===== src/rtl/mips_pkg.sv =====
// rtl/mips_pkg.sv - shared MIPS control constants, state encoding and control-word type
// Purpose: state encoding, opcode/funct constants, ALU control codes and the
//   registered control-word struct shared by the controller, datapath and benches.
// Ports: none (package).
package mips_pkg;

  localparam int STATE_WIDTH = 4;

  typedef enum logic [STATE_WIDTH-1:0] {
    S_IDLE      = 4'd0,
    S_FETCH     = 4'd1,
    S_DECODE    = 4'd2,
    S_EXECUTE   = 4'd3,
    S_WRITEBACK = 4'd4,
    S_MEM       = 4'd5
  } state_e;

  localparam logic [5:0] OP_RTYPE = 6'h00;
  localparam logic [5:0] OP_ADDI  = 6'h08;
  localparam logic [5:0] OP_LW    = 6'h23;
  localparam logic [5:0] OP_SW    = 6'h2B;

  localparam logic [5:0] FN_ADD = 6'h20;
  localparam logic [5:0] FN_SUB = 6'h22;
  localparam logic [5:0] FN_AND = 6'h24;
  localparam logic [5:0] FN_OR  = 6'h25;
  localparam logic [5:0] FN_SLT = 6'h2A;

  localparam logic [2:0] ALU_AND = 3'b000;
  localparam logic [2:0] ALU_OR  = 3'b001;
  localparam logic [2:0] ALU_ADD = 3'b010;
  localparam logic [2:0] ALU_SUB = 3'b110;
  localparam logic [2:0] ALU_SLT = 3'b111;

  // Instruction class latched in DECODE; drives every later state.
  typedef enum logic [2:0] {
    K_RTYPE   = 3'd0,
    K_ADDI    = 3'd1,
    K_LW      = 3'd2,
    K_SW      = 3'd3,
    K_ILLEGAL = 3'd4
  } op_kind_e;

  typedef struct packed {
    logic       ir_write;
    logic       pc_write;
    logic       reg_write;
    logic       reg_dst;
    logic       alu_src_b;
    logic [2:0] alu_control;
    logic       mem_write;
    logic       mem_to_reg;
    logic       illegal;
  } ctrl_t;

endpackage


===== src/rtl/mips_multicycle_control_if.sv =====
// rtl/mips_multicycle_control_if.sv - controller <-> datapath signal bundle
// Purpose: groups run, the IR fields and all control outputs.
// Ports (master = controller side):
//   run, opcode[5:0], funct[5:0]               into the controller
//   count_state[3:0], ir_write, pc_write, reg_write, reg_dst, alu_src_b,
//   alu_control[2:0], mem_write, mem_to_reg, illegal   out of the controller
interface mips_multicycle_control_if;
  import mips_pkg::*;

  logic                   run;
  logic [5:0]             opcode;
  logic [5:0]             funct;
  logic [STATE_WIDTH-1:0] count_state;
  logic                   ir_write;
  logic                   pc_write;
  logic                   reg_write;
  logic                   reg_dst;
  logic                   alu_src_b;
  logic [2:0]             alu_control;
  logic                   mem_write;
  logic                   mem_to_reg;
  logic                   illegal;

  modport master (
    input  run, opcode, funct,
    output count_state, ir_write, pc_write, reg_write, reg_dst, alu_src_b,
           alu_control, mem_write, mem_to_reg, illegal
  );

  modport slave (
    output run, opcode, funct,
    input  count_state, ir_write, pc_write, reg_write, reg_dst, alu_src_b,
           alu_control, mem_write, mem_to_reg, illegal
  );
endinterface


===== src/rtl/mips_alu_decoder.sv =====
// rtl/mips_alu_decoder.sv - combinational {opcode,funct} to ALU op decoder
// Purpose: maps an instruction to its ALU operation and flags whether the
//   controller supports it.
// Ports:
//   opcode_i[5:0], funct_i[5:0]  instruction fields
//   alu_control_o[2:0]           ALU op (AND code when unsupported)
//   supported_o                  1 = instruction is executable
module mips_alu_decoder
  import mips_pkg::*;
(
  input  logic [5:0] opcode_i,
  input  logic [5:0] funct_i,
  output logic [2:0] alu_control_o,
  output logic       supported_o
);

  always_comb begin
    alu_control_o = ALU_AND;
    supported_o   = 1'b0;
    case (opcode_i)
      OP_RTYPE: begin
        supported_o = 1'b1;
        case (funct_i)
          FN_ADD:  alu_control_o = ALU_ADD;
          FN_SUB:  alu_control_o = ALU_SUB;
          FN_AND:  alu_control_o = ALU_AND;
          FN_OR:   alu_control_o = ALU_OR;
          FN_SLT:  alu_control_o = ALU_SLT;
          default: supported_o   = 1'b0;
        endcase
      end
      // Immediate and memory ops all compute base + imm16.
      OP_ADDI, OP_LW, OP_SW: begin
        supported_o   = 1'b1;
        alu_control_o = ALU_ADD;
      end
      default: ;
    endcase
  end

endmodule


===== src/rtl/mips_multicycle_control.sv =====
// rtl/mips_multicycle_control.sv - multicycle MIPS control FSM
// Purpose: sequences IDLE/FETCH/DECODE/EXECUTE/MEM/WRITEBACK and produces
//   registered Moore datapath enables.
// Ports:
//   clk    rising-edge clock
//   reset  asynchronous active-low reset
//   bus    mips_multicycle_control_if.master (run, opcode, funct in; controls out)
module mips_multicycle_control #(
  parameter int IDLE_CYCLES = 1
) (
  input  logic                        clk,
  input  logic                        reset,
  mips_multicycle_control_if.master   bus
);
  import mips_pkg::*;

  localparam int CNT_W = (IDLE_CYCLES > 1) ? $clog2(IDLE_CYCLES) : 1;
  localparam logic [CNT_W-1:0] IDLE_LAST = CNT_W'(IDLE_CYCLES - 1);

  state_e          state_q, state_d;
  op_kind_e        kind_q, kind_d;
  logic [CNT_W-1:0] idle_cnt_q, idle_cnt_d;
  ctrl_t           ctrl_q, ctrl_d;
  ctrl_t           hold;
  logic            to_boundary;

  logic [2:0]      dec_alu_control;
  logic            dec_supported;

  mips_alu_decoder u_alu_decoder (
    .opcode_i      (bus.opcode),
    .funct_i       (bus.funct),
    .alu_control_o (dec_alu_control),
    .supported_o   (dec_supported)
  );

  // Next state and next control word. Outputs are computed for the state being
  // entered so they appear in the same cycle count_state shows that state.
  always_comb begin
    state_d     = state_q;
    kind_d      = kind_q;
    idle_cnt_d  = idle_cnt_q;
    ctrl_d      = '0;
    to_boundary = 1'b0;

    // ALU/operand/write-back selects persist from EXECUTE through MEM and WRITEBACK.
    hold             = '0;
    hold.alu_control = ctrl_q.alu_control;
    hold.alu_src_b   = ctrl_q.alu_src_b;
    hold.reg_dst     = ctrl_q.reg_dst;
    hold.mem_to_reg  = ctrl_q.mem_to_reg;

    case (state_q)
      S_IDLE: begin
        if (!bus.run) begin
          idle_cnt_d = '0;
        end else if (idle_cnt_q == IDLE_LAST) begin
          idle_cnt_d      = '0;
          state_d         = S_FETCH;
          ctrl_d.ir_write = 1'b1;
          ctrl_d.pc_write = 1'b1;
        end else begin
          idle_cnt_d = idle_cnt_q + CNT_W'(1);
        end
      end
      S_FETCH: state_d = S_DECODE;
      S_DECODE: begin
        state_d = S_EXECUTE;
        if (!dec_supported) begin
          kind_d = K_ILLEGAL;
        end else begin
          case (bus.opcode)
            OP_RTYPE: kind_d = K_RTYPE;
            OP_ADDI:  kind_d = K_ADDI;
            OP_LW:    kind_d = K_LW;
            default:  kind_d = K_SW;
          endcase
        end
        if (kind_d == K_ILLEGAL) begin
          ctrl_d.illegal = 1'b1;
        end else begin
          ctrl_d.alu_control = dec_alu_control;
          ctrl_d.alu_src_b   = (kind_d != K_RTYPE);
          ctrl_d.reg_dst     = (kind_d == K_RTYPE);
          ctrl_d.mem_to_reg  = (kind_d == K_LW);
        end
      end
      S_EXECUTE: begin
        if (kind_q == K_ILLEGAL) begin
          to_boundary = 1'b1;
        end else if (kind_q == K_LW || kind_q == K_SW) begin
          state_d          = S_MEM;
          ctrl_d           = hold;
          ctrl_d.mem_write = (kind_q == K_SW);
        end else begin
          state_d          = S_WRITEBACK;
          ctrl_d           = hold;
          ctrl_d.reg_write = 1'b1;
        end
      end
      S_MEM: begin
        if (kind_q == K_SW) begin
          to_boundary = 1'b1;
        end else begin
          state_d          = S_WRITEBACK;
          ctrl_d           = hold;
          ctrl_d.reg_write = 1'b1;
        end
      end
      S_WRITEBACK: to_boundary = 1'b1;
      default: begin
        state_d    = S_IDLE;
        idle_cnt_d = '0;
      end
    endcase

    // Instruction boundary: run is only consulted here, so a mid-instruction
    // drop always lets the current instruction finish.
    if (to_boundary) begin
      ctrl_d     = '0;
      idle_cnt_d = '0;
      if (bus.run) begin
        state_d         = S_FETCH;
        ctrl_d.ir_write = 1'b1;
        ctrl_d.pc_write = 1'b1;
      end else begin
        state_d = S_IDLE;
      end
    end
  end

  always_ff @(posedge clk or negedge reset) begin
    if (!reset) begin
      state_q    <= S_IDLE;
      kind_q     <= K_RTYPE;
      idle_cnt_q <= '0;
      ctrl_q     <= '0;
    end else begin
      state_q    <= state_d;
      kind_q     <= kind_d;
      idle_cnt_q <= idle_cnt_d;
      ctrl_q     <= ctrl_d;
    end
  end

  assign bus.count_state = state_q;
  assign bus.ir_write    = ctrl_q.ir_write;
  assign bus.pc_write    = ctrl_q.pc_write;
  assign bus.reg_write   = ctrl_q.reg_write;
  assign bus.reg_dst     = ctrl_q.reg_dst;
  assign bus.alu_src_b   = ctrl_q.alu_src_b;
  assign bus.alu_control = ctrl_q.alu_control;
  assign bus.mem_write   = ctrl_q.mem_write;
  assign bus.mem_to_reg  = ctrl_q.mem_to_reg;
  assign bus.illegal     = ctrl_q.illegal;

endmodule


===== src/flat_wrapper.sv =====
// flat-port wrapper written by rule: the top's interface ports become plain ports
module mips_multicycle_control_flat import mips_pkg::*;
#(
  parameter int IDLE_CYCLES = 1
)
  (clk, reset, bus_run, bus_opcode, bus_funct, bus_count_state, bus_ir_write, bus_pc_write, bus_reg_write, bus_reg_dst, bus_alu_src_b, bus_alu_control, bus_mem_write, bus_mem_to_reg, bus_illegal);
  mips_multicycle_control_if bus_i ();
  input  logic clk;
  input  logic reset;
  input wire logic [$bits(bus_i.run)-1:0] bus_run;
  input wire logic [$bits(bus_i.opcode)-1:0] bus_opcode;
  input wire logic [$bits(bus_i.funct)-1:0] bus_funct;
  output wire logic [$bits(bus_i.count_state)-1:0] bus_count_state;
  output wire logic [$bits(bus_i.ir_write)-1:0] bus_ir_write;
  output wire logic [$bits(bus_i.pc_write)-1:0] bus_pc_write;
  output wire logic [$bits(bus_i.reg_write)-1:0] bus_reg_write;
  output wire logic [$bits(bus_i.reg_dst)-1:0] bus_reg_dst;
  output wire logic [$bits(bus_i.alu_src_b)-1:0] bus_alu_src_b;
  output wire logic [$bits(bus_i.alu_control)-1:0] bus_alu_control;
  output wire logic [$bits(bus_i.mem_write)-1:0] bus_mem_write;
  output wire logic [$bits(bus_i.mem_to_reg)-1:0] bus_mem_to_reg;
  output wire logic [$bits(bus_i.illegal)-1:0] bus_illegal;
  assign bus_i.run = bus_run;
  assign bus_i.opcode = bus_opcode;
  assign bus_i.funct = bus_funct;
  assign bus_count_state = bus_i.count_state;
  assign bus_ir_write = bus_i.ir_write;
  assign bus_pc_write = bus_i.pc_write;
  assign bus_reg_write = bus_i.reg_write;
  assign bus_reg_dst = bus_i.reg_dst;
  assign bus_alu_src_b = bus_i.alu_src_b;
  assign bus_alu_control = bus_i.alu_control;
  assign bus_mem_write = bus_i.mem_write;
  assign bus_mem_to_reg = bus_i.mem_to_reg;
  assign bus_illegal = bus_i.illegal;
  mips_multicycle_control #(.IDLE_CYCLES(IDLE_CYCLES)) u_core (.clk(clk), .reset(reset), .bus(bus_i));
endmodule

===== config.mk =====
export PLATFORM = sky130hd
export DESIGN_NAME = mips_multicycle_control_flat
export DESIGN_NICKNAME = d
export VERILOG_FILES = /design/src/rtl/mips_pkg.sv /design/src/rtl/mips_multicycle_control_if.sv /design/src/rtl/mips_alu_decoder.sv /design/src/rtl/mips_multicycle_control.sv /design/src/flat_wrapper.sv
export SDC_FILE = /design/constraint.sdc
export NUM_CORES = 1
export LEC_CHECK = 0
export BUFFER_PORTS_ARGS = -buffer_cell sky130_fd_sc_hd__buf_4
export CAP_MARGIN = 30
export CORE_AREA = 4 4 50 52
export DETAILED_ROUTE_END_ITERATION = 6
export DIE_AREA = 0 0 54 56
export PLACE_DENSITY_LB_ADDON = 0.15
export SYNTH_ARGS = -nofsm -noshare
export SYNTH_HDL_FRONTEND = slang
export SYNTH_SLANG_ARGS = --single-unit

===== constraint.sdc =====
create_clock -name clk -period 1.45 [get_ports clk]
set_input_delay 0.2175 -clock clk [delete_from_list [all_inputs] [get_ports clk]]
set_output_delay 0.2175 -clock clk [all_outputs]
set_load 0.01 [all_outputs]

# Yosys cells after proc, flatten, opt, wreduce, memory -nomap -nowiden
# Cells that the tools add are included.
op_classes:
  addsub: 1
  n_eq_ne: 26
  n_mux: 37
  n_reduce_logical: 10
ops:
  columns: ["operator", "count"]
  rows:
  - ["== test 6 bit, second input constant", 7]
  - ["two-way mux 9 bit", 3]
  - ["one-hot mux 4 bit (6 select lines)", 1]
  - ["two-way mux 4 bit", 5]
  - ["one-hot mux 2 bit (3 select lines)", 3]
  - ["one-hot mux 5 bit (3 select lines)", 1]
  - ["one-hot mux 3 bit (4 select lines)", 1]
  - ["two-way mux 11 bit", 1]
  - ["two-way mux 1 bit", 10]
  - ["OR reduction 5 bit", 2]
  - ["== test 3 x 2 -> 1 bit, second input constant", 3]
  - ["!= test 3 x 2 -> 1 bit, second input constant", 3]
  - ["== test 4 x 2 -> 1 bit, second input constant", 2]
  - ["== test 4 x 3 -> 1 bit, second input constant", 2]
  - ["one-hot mux 1 bit (2 select lines)", 4]
  - ["== test 3 bit, second input constant", 2]
  - ["== test 6 x 4 -> 1 bit, second input constant", 1]
  - ["logical NOT 6 bit", 1]
  - ["two-way mux 2 bit", 3]
  - ["two-way mux 3 bit", 2]
  - ["!= test 3 x 1 -> 1 bit, second input constant", 2]
  - ["one-hot mux 3 bit (2 select lines)", 1]
  - ["two-way mux 5 bit", 1]
  - ["AND reduction 5 bit", 1]
  - ["other kinds (11)", 12]
totals:
  ff_bits: 19
  in_bits: 15
  out_inout_bits: 15
  elab_cells: 86

# Longest topological paths before layout
# Gate-level depths: netlist (run 1).
logic_depth:
  ltp_word: 10
  mapped_depth: 6
  mapped_depth_nobuf: 4

# Hierarchy
# A second synthesis (run 1) with hierarchy kept.
hier_totals:
  cells_unflattened: 86
  area_unflattened_um2: 878.3
modules_own_cells:
  columns: ["module", "n_inst", "cells_each", "area_per_inst_um2", "seq_area_each_um2"]
  rows:
  - ["mips_multicycle_control", 1, 68, 764.5, 400.4]
  - ["mips_alu_decoder", 1, 18, 113.9, 0.0]

# Worst setup path after synthesis (run 1)
# No wires, ideal clock.
synth_path:
  path_kind: "reg-to-reg"
  start: "reg u_core.state_q[0], in the netlist u_core.bus.count_state[0]"
  end: "reg u_core.ctrl_q (netlist bit u_core.bus.alu_control[2])"
  setup_time_ns: 0.068
  arrival_ns: 1.565
  required_ns: 1.382
  setup_slack_ns: -0.183
  stages_incl_launch_ff: 7
  n_path_buf: 2
  synth_period_minus_slack_ns: 1.633
  path_cell_list: "dfrtp_1 > buf_6 > or3b_1 > buf_6 > nand2b_4 > a211oi_2 > a32o_1"
synth_between:
  elab_chain_len: 4
  elab_cells_between_ends: 10
  cone_classes: "eq/ne (6); mux (3); reduce/logical (1)"
synth_rtl:
  columns: ["element", "line_no", "text"]
  rows:
  - ["start, declared", "mips_multicycle_control.sv:20", "state_e state_q, state_d;"]
  - ["start signal, assigned", "mips_multicycle_control.sv:139", "state_q <= state_d;"]
  - ["== test 4 x 3 -> 1 bit or == test 4 x 2 -> 1 bit (tied branches)", "mips_multicycle_control.sv:53", "case (state_q)"]
  - ["one-hot mux 1 bit (3 select lines)", "mips_multicycle_control.sv:53", null]
  - ["!= test 3 x 1 -> 1 bit (no source line)", null, null]
  - ["AND reduction 2 bit (no source line)", null, null]
  - ["end signal, assigned", "mips_multicycle_control.sv:142", "ctrl_q <= ctrl_d;"]
  - ["end, declared", "mips_multicycle_control.sv:23", "ctrl_t ctrl_q, ctrl_d;"]
# Several ways; a longest one is shown, not always the timed one.
# A chain may end at the register's enable or synchronous reset.

# Worst setup path after layout (run 1)
layout_path:
  start: "reg u_core.kind_q[0]"
  end: "reg u_core.ctrl_q (netlist bit u_core.bus.alu_control[1])"
layout_between:
  elab_chain_len: 5
  elab_cells_between_ends: 11
  cone_classes: "eq/ne (4); mux (6); reduce/logical (1)"
layout_rtl:
  columns: ["element", "line_no", "text"]
  rows:
  - ["start, declared", "mips_multicycle_control.sv:21", "op_kind_e kind_q, kind_d;"]
  - ["start signal, assigned", "mips_multicycle_control.sv:140", "kind_q <= kind_d;"]
  - ["== test 3 x 2 -> 1 bit or == test 3 bit (tied branches)", "mips_multicycle_control.sv:102, mips_multicycle_control.sv:89", null]
  - ["two-way mux 1 bit, on equally long branches", "mips_multicycle_control.sv:102, mips_multicycle_control.sv:89", null]
  - ["one-hot mux 1 bit (3 select lines)", "mips_multicycle_control.sv:53", null]
  - ["!= test 3 x 1 -> 1 bit (no source line)", null, null]
  - ["AND reduction 2 bit (no source line)", null, null]
# Several ways; a longest one is shown, not always the timed one.

==> impl_results.md, run 1 <==
- Total gr overflow: 0
- Area Growth Syn to Fin: 47.9%
- Longest Clk Path Bufs: 2
- Num CTS Buffers: 3
- Leak pwr: 0.590 nW
- Fraction of layout cells with a size suffix above 1: 42.5%
- CTS tree: built
- Power Internal: 0.00117 W
- Switch Pwr: 0.000655 W
- Final Critical Period: 1440 ps
- HP Class: input pin to register
- Commonest non-fill, non-tap cells in the layout: 43 x buf_4, 16 x dfrtp_1, 10 x nor2_1
- Max FO, Critical Path: 7
- Switching share of power: 35.9%
- Final setup vio count: 0
- N_diodes: 0
- DRC violations left: 0
- Startpoint Class: register
- DR pass1 iterations: 4
- Top FF cell, synth: dfrtp_1
- Placement Setup Slack: -89.3 ps
- Yosys warns: 0
- Core Util, Final: 58.9%
- Clock Latency Late Sink: 280 ps
- RSZ-0062 raised after global routing: yes
- Die Y: 56 um
- Power per cell area: 1470 mW/mm^2
- Fmax: 0.694 GHz
- Post-route worst setup slack: 9.70 ps
- Final Skew: 6.56 ps
- Post-detail-place hpwl: 1.42 mm
- RePlAce Congestion: 0.746
- Global-route wire length before repair: 3.04 mm
- Post-synthesis cell area: 838 sq um
- Maximum VDD drop: 0.613 mV
- Max-Cap Viols: 0
- Combinational power share: 51.8%
- First DRT Iteration DRCs: 6
- Final hold vios: 0
- I/O Pins: 30
- Starting Density: 39.8%
- Avg Inst Size Synth: 9.98 sq um
- Num rows: 17
- Nets: 143
- Number of I/O port buffers: 28
- Detailed-route via count: 770
- Worst Path Required: 1630 ps
- Synth area leaders: dfrtp_1 48%, o21ai_0 5.4%, nor2_1 4.9%, a32o_1 3.6%, buf_4 2.7%
- Max_slew headroom: 63.6%
- Fraction of registers with async set/reset: 100%
- Crit path DAT: 1620 ps
- Largest net degree at the start of global routing: 17
- Dpl cells: 148
- Least-Margin Pin Slew: 540 ps
- Root Driver: clkbuf_4
- Die X: 54 um
- Most common cell after layout, fill and taps aside: buf_4
- Detail-routed via count per cell: 4.97
- Critical path type: register to register
- Setup TNS: 0 ps
- Number of global-route vias before repair: 695
- Post-synth top area share: 47.8%
- Clk pin slew, worst setup/hold paths: 90 ps
- Post-synthesis sequential area ratio: 47.8%
- Mapped Cells: 84
- Status: finished, final reports clean
- Flop pwr share: 32.5%
- Clk pwr share: 15.6%
- Syn nets: 99
- Total GRT Usage: 13.7%
- Largest area contributor in the netlist: dfrtp_1
- DR WL/cell: 12.4 um
- CTS Sinks: 16
- #FFs+latches synth: 16
- Core footprint: 0.00211 sq mm
- Setup crit end kind: register
- Final worst-path cycle share: 99.3%
- Post-Layout Cell Count: 155
- Post-synth cell types: 32
- Die ar.: 0.00302 sq mm
- DRT Wirelength: 1.93 mm
- Pins Over Slew Limit: 0
- H-tree depth: 1
- Initial antenna violation count: 0
- Routed Antenna Nets: 0
- Post-synth EDFFs: 0
==> final timing paths <==
check                                           from                        end  slack, ps  cells past startpoint
hold reg to reg            u_core.bus.alu_control[2]  u_core.bus.alu_control[2]        510                      1
setup reg to reg                    u_core.kind_q[0]  u_core.bus.alu_control[1]         10                      4
min in group asynchronous                      reset         u_core.bus.reg_dst        320                      2
hold / removal                               bus_run        u_core.bus.ir_write        180                      2
setup / recovery                    u_core.kind_q[0]  u_core.bus.alu_control[1]         10                      4
max in group asynchronous                      reset       u_core.bus.alu_src_b        950                      2
==> logic make-up (layout without fill, tap and decap cells) <==
kind of cell | count (synthesis) | after routing | share of synthesized area (%)
other | 1 | 1 | 0.447
DFF | 16 | 16 | 47.8
AOI/OAI and AO/OA | 25 | 25 | 21.5
buffers and inverters | 7 | 50 | 6.27
xor gates and xnor gates | 1 | 1 | 1.04
and+or+nand+nor | 34 | 34 | 23.0
==> power groups by stage <==
stage               registers [W]  clock network [W]  logic, W
floorplan                0.000645                  0  0.000464
global placement         0.000599                  0  0.000788
detailed placement       0.000601                  0  0.000790
CTS                      0.000594           0.000297  0.000932
global route             0.000602           0.000318   0.00102
finish                   0.000594           0.000285  0.000946
==> per-layer routing <==
| metal | part of all wire (%) | vias to the layer above | track usage [%] |
|---|---|---|---|
| met1 | 43 | 358 | 16.9 |
| met3 | 6.5 | 0 | 2.41 |
| met4 | 0 | 0 | 7.47 |
| met5 | 0 | - | 0 |
| li1 | - | 387 | - |
| met2 | 51 | 25 | 21.8 |
==> final cells by class <==
| class | count | area (sq um) |
|---|---|---|
| repair buffers | 44 | 333 |
| inverters | 2 | 7.51 |
| well taps | 28 | 35.0 |
| multi-input cells | 61 | 428 |
| flip-flops and latches | 16 | 400 |
| fillers | 195 | 866 |
| clock buffers | 4 | 36.3 |
==> critical path, stage by stage, from the launching register on <==
cell,delay [ps]
dfrtp_1,380
or3b_4,420
a31oi_4,220
nor2_4,90
a22o_1,230
==> repair_timing <==
| item | CTS | global route |
|---|---|---|
| endpoints found under the hold margin | 16 | 0 |
| gates resized for setup | 6 | 1 |
| pin swaps | 3 | 3 |
| setup buffers | 2 | 0 |
| hold buffers | 1 | 0 |
| endpoints found under the setup margin | 6 | 6 |
| gates cloned | 0 | 0 |
==> Yosys cell counts (all sizes together), types with 2 or more instances <==
cell type and instances:
dfrtp 16, nor2 11, o21ai 9, buf 5, nand2 5, a32o 3
nand3 3, nand3b 3, nor2b 3, a21oi 2, a22o 2, inv 2
or3b 2
==> per-stage QoR <==
step	total power, W	instance area [sq um]	hold WS [ps]
finish	0.00182	1240	185
global route	0.00194	1240	162
CTS	0.00182	1230	170
detailed placement	0.00139	1140	87.6
global placement	0.00139	1140	85.7
floorplan	0.00111	841	-78.1
(Power assumes the default switching activity.)
==> run 2, diff against run 1 <==
CAP_MARGIN = 20   (was 30)
PLACE_DENSITY = 0.72   (was not set)
PLACE_DENSITY_LB_ADDON = not set   (was 0.15)
==> run 2 against run 1 <==
Final cell count shrank 0.65%. Total power shrank 1.4%. Worst setup slack lost 5.2 ps. Clock power shrank 18%. Sequential share of layout area grew 0.46 points. Global-route usage shrank 0.11 points. Highest routed layer is now met4.
==> impl_results.md, run 2 (synthesis gave the netlist of run 1 again) <==
- R2R cell count: 4
- HP Class: input pin to register
- CP Depth: 4
- Final setup vio count: 0
- RePlAce Congestion: 0.767
- WP buf/inv: 0
- Fmax: 0.692 GHz
- Post-Route M1 WL: 769 um
- Fraction of layout cells with a size suffix above 1: 44.4%
- Nets: 143
- Worst Path Required: 1620 ps
- Total GRT Usage: 13.6%
- Number of I/O port buffers: 28
- Least-Margin Pin Slew: 504 ps
- RSZ-0062 raised after global routing: yes
- Setup TNS: 0 ps
- Setup crit end kind: register
- Final Skew: 5.24 ps
- Post-route design area: 0.00123 sq mm
- Critical-path cell list: or3b_4 -> a31oi_4 -> nor2_4 -> a32o_1
- Pins Over Slew Limit: 0
- Starting Density: 39.8%
- Total gr overflow: 0
- Clk pwr share: 13.0%
- Longest Clk Path Bufs: 2
- Root Driver: clkbuf_4
- Detailed-route via count: 790
- First DRT Iteration DRCs: 6
- Filler cells: 193
- Post-detail-place hpwl: 1.51 mm
- Leak pwr: 0.583 nW
- Routed wl met2: 1.10 mm
- I/O Pins: 30
- Most common cell after layout, fill and taps aside: buf_4
- Core footprint: 0.00211 sq mm
- Worst setup path end: u_core.bus.alu_control[2]
- FF+latch area: 402 sq um
- Reg2Reg Launch Point: u_core.kind_q[0]
- DR WL/cell: 13.3 um
- Number of global-route vias before repair: 800
- H-tree depth: 1
- Switching share of power: 36.9%
- Routed met3 length: 159 um
- Power per cell area: 1470 mW/mm^2
- Final worst-path cycle share: 99.7%
- Footprint of the multi-input gates: 427 sq um
- Detail-routed via count per cell: 5.13
- DRC violations left: 0
- Power Internal: 0.00113 W
- Switch Pwr: 0.000664 W
- Placement Setup Slack: -39.4 ps
- Combinational power share: 54.0%
- Post-route worst setup slack: 4.51 ps
- Max_slew headroom: 66.0%
- Max FO, Critical Path: 7
- Area Growth Syn to Fin: 46.3%
- Num rows: 17
- CTS tree: built
- Placement Cell Area: 0.00114 sq mm
- Clock Latency Late Sink: 280 ps
- Clk pin slew, worst setup/hold paths: 90 ps
- R2r setup slk: 5 ps
- Top layer in use: met4
- Initial antenna violation count: 0
- Dpl cells: 148
- Final hold vios: 0
- Die Y: 56 um
- Startpoint Class: register
- N_diodes: 0
- Largest net degree at the start of global routing: 17
- Max-Cap Viols: 0
- Num CTS Buffers: 3
- CP max stage delay: 410 ps
- Flop pwr share: 33.0%
- CTS Sinks: 16
- Die ar.: 0.00302 sq mm
- CP startpoint: u_core.kind_q[0]
- DR pass1 iterations: 4
- DRT Wirelength: 2.04 mm
- Post-Layout Cell Count: 154
- Commonest non-fill, non-tap cells in the layout: 43 x buf_4, 15 x dfrtp_1, 10 x nor2_1
- Critical-path top delay cell: or3b_4
- Die X: 54 um
- Critical path type: register to register
- Hold Path Origin: bus_run
- Hold Worst Slack: 151 ps
- Crit path DAT: 1620 ps
- Status: finished, final reports clean
- Final Critical Period: 1450 ps
- Global-route wire length before repair: 3.13 mm
- Maximum VDD drop: 0.680 mV
- Worst r2r dst: u_core.bus.alu_control[2]
- Routed Antenna Nets: 0
- Top delay family on crit path: simple AND/OR/NAND/NOR gates
-- run 2: timing repair --
item / 4_1_cts / 5_1_grt
pin swaps: 0 / 8
resized for setup: 1 / 8
setup buffers: 0 / 2
hold buffers: 1 / 0
cloned: 0 / 0
endpoints found under the hold margin: 16 / 0
endpoints found under the setup margin: 3 / 6
-- run 2: through the flow --
stage | util (%) | power [W]
after floorplan | - | 0.00111
after global placement | 54.1 | 0.00137
after detailed placement | 54.1 | 0.00139
after CTS | 55.9 | 0.00164
after global routing | 58.2 | 0.00191
final | 58.2 | 0.00180
-- run 2: power by group through the flow --
| stage | Clock [W] | Sequential, W | Combinational (W) |
|---|---|---|---|
| 3_3_place_gp | 0 | 0.000601 | 0.000773 |
| 2_1_floorplan | 0 | 0.000645 | 0.000464 |
| 4_1_cts | 0.000234 | 0.000594 | 0.000809 |
| 3_5_place_dp | 0 | 0.000603 | 0.000788 |
| 5_1_grt | 0.000259 | 0.000600 | 0.00105 |
| 6_report | 0.000233 | 0.000594 | 0.000972 |
-- run 2: layer usage --
| metal | up-vias | track usage, % |
|---|---|---|
| met5 | - | 0 |
| met4 | 0 | 5.34 |
| met3 | 2 | 3.75 |
| met2 | 31 | 24.4 |
| met1 | 368 | 14.2 |
| li1 | 389 | - |
-- run 2: how the worst min path moves through the flow --
stage / cells past startpoint / slack (ps) / to
detailed placement: 1 / 90 / u_core.bus.mem_write
CTS: 2 / 150 / u_core.bus.ir_write
finish: 2 / 150 / u_core.bus.ir_write
floorplan: 0 / -80 / u_core.bus.alu_control[0]
global placement: 1 / 90 / u_core.bus.ir_write
global route: 2 / 160 / u_core.bus.ir_write
-- run 2: final cells by class --
cell class	instances	area share (%)
clock buffer	3	1.84
inverter	2	0.612
multi-input combinational	61	34.8
tap	28	2.86
sequential	16	32.8
timing repair buffer	44	27.1
-- run 2: worst register-to-register path: cells and delay by family (launching register included) --
family          cells  cell delay, ps
compound gates      2             450
simple gates        2             500
flops               1             390
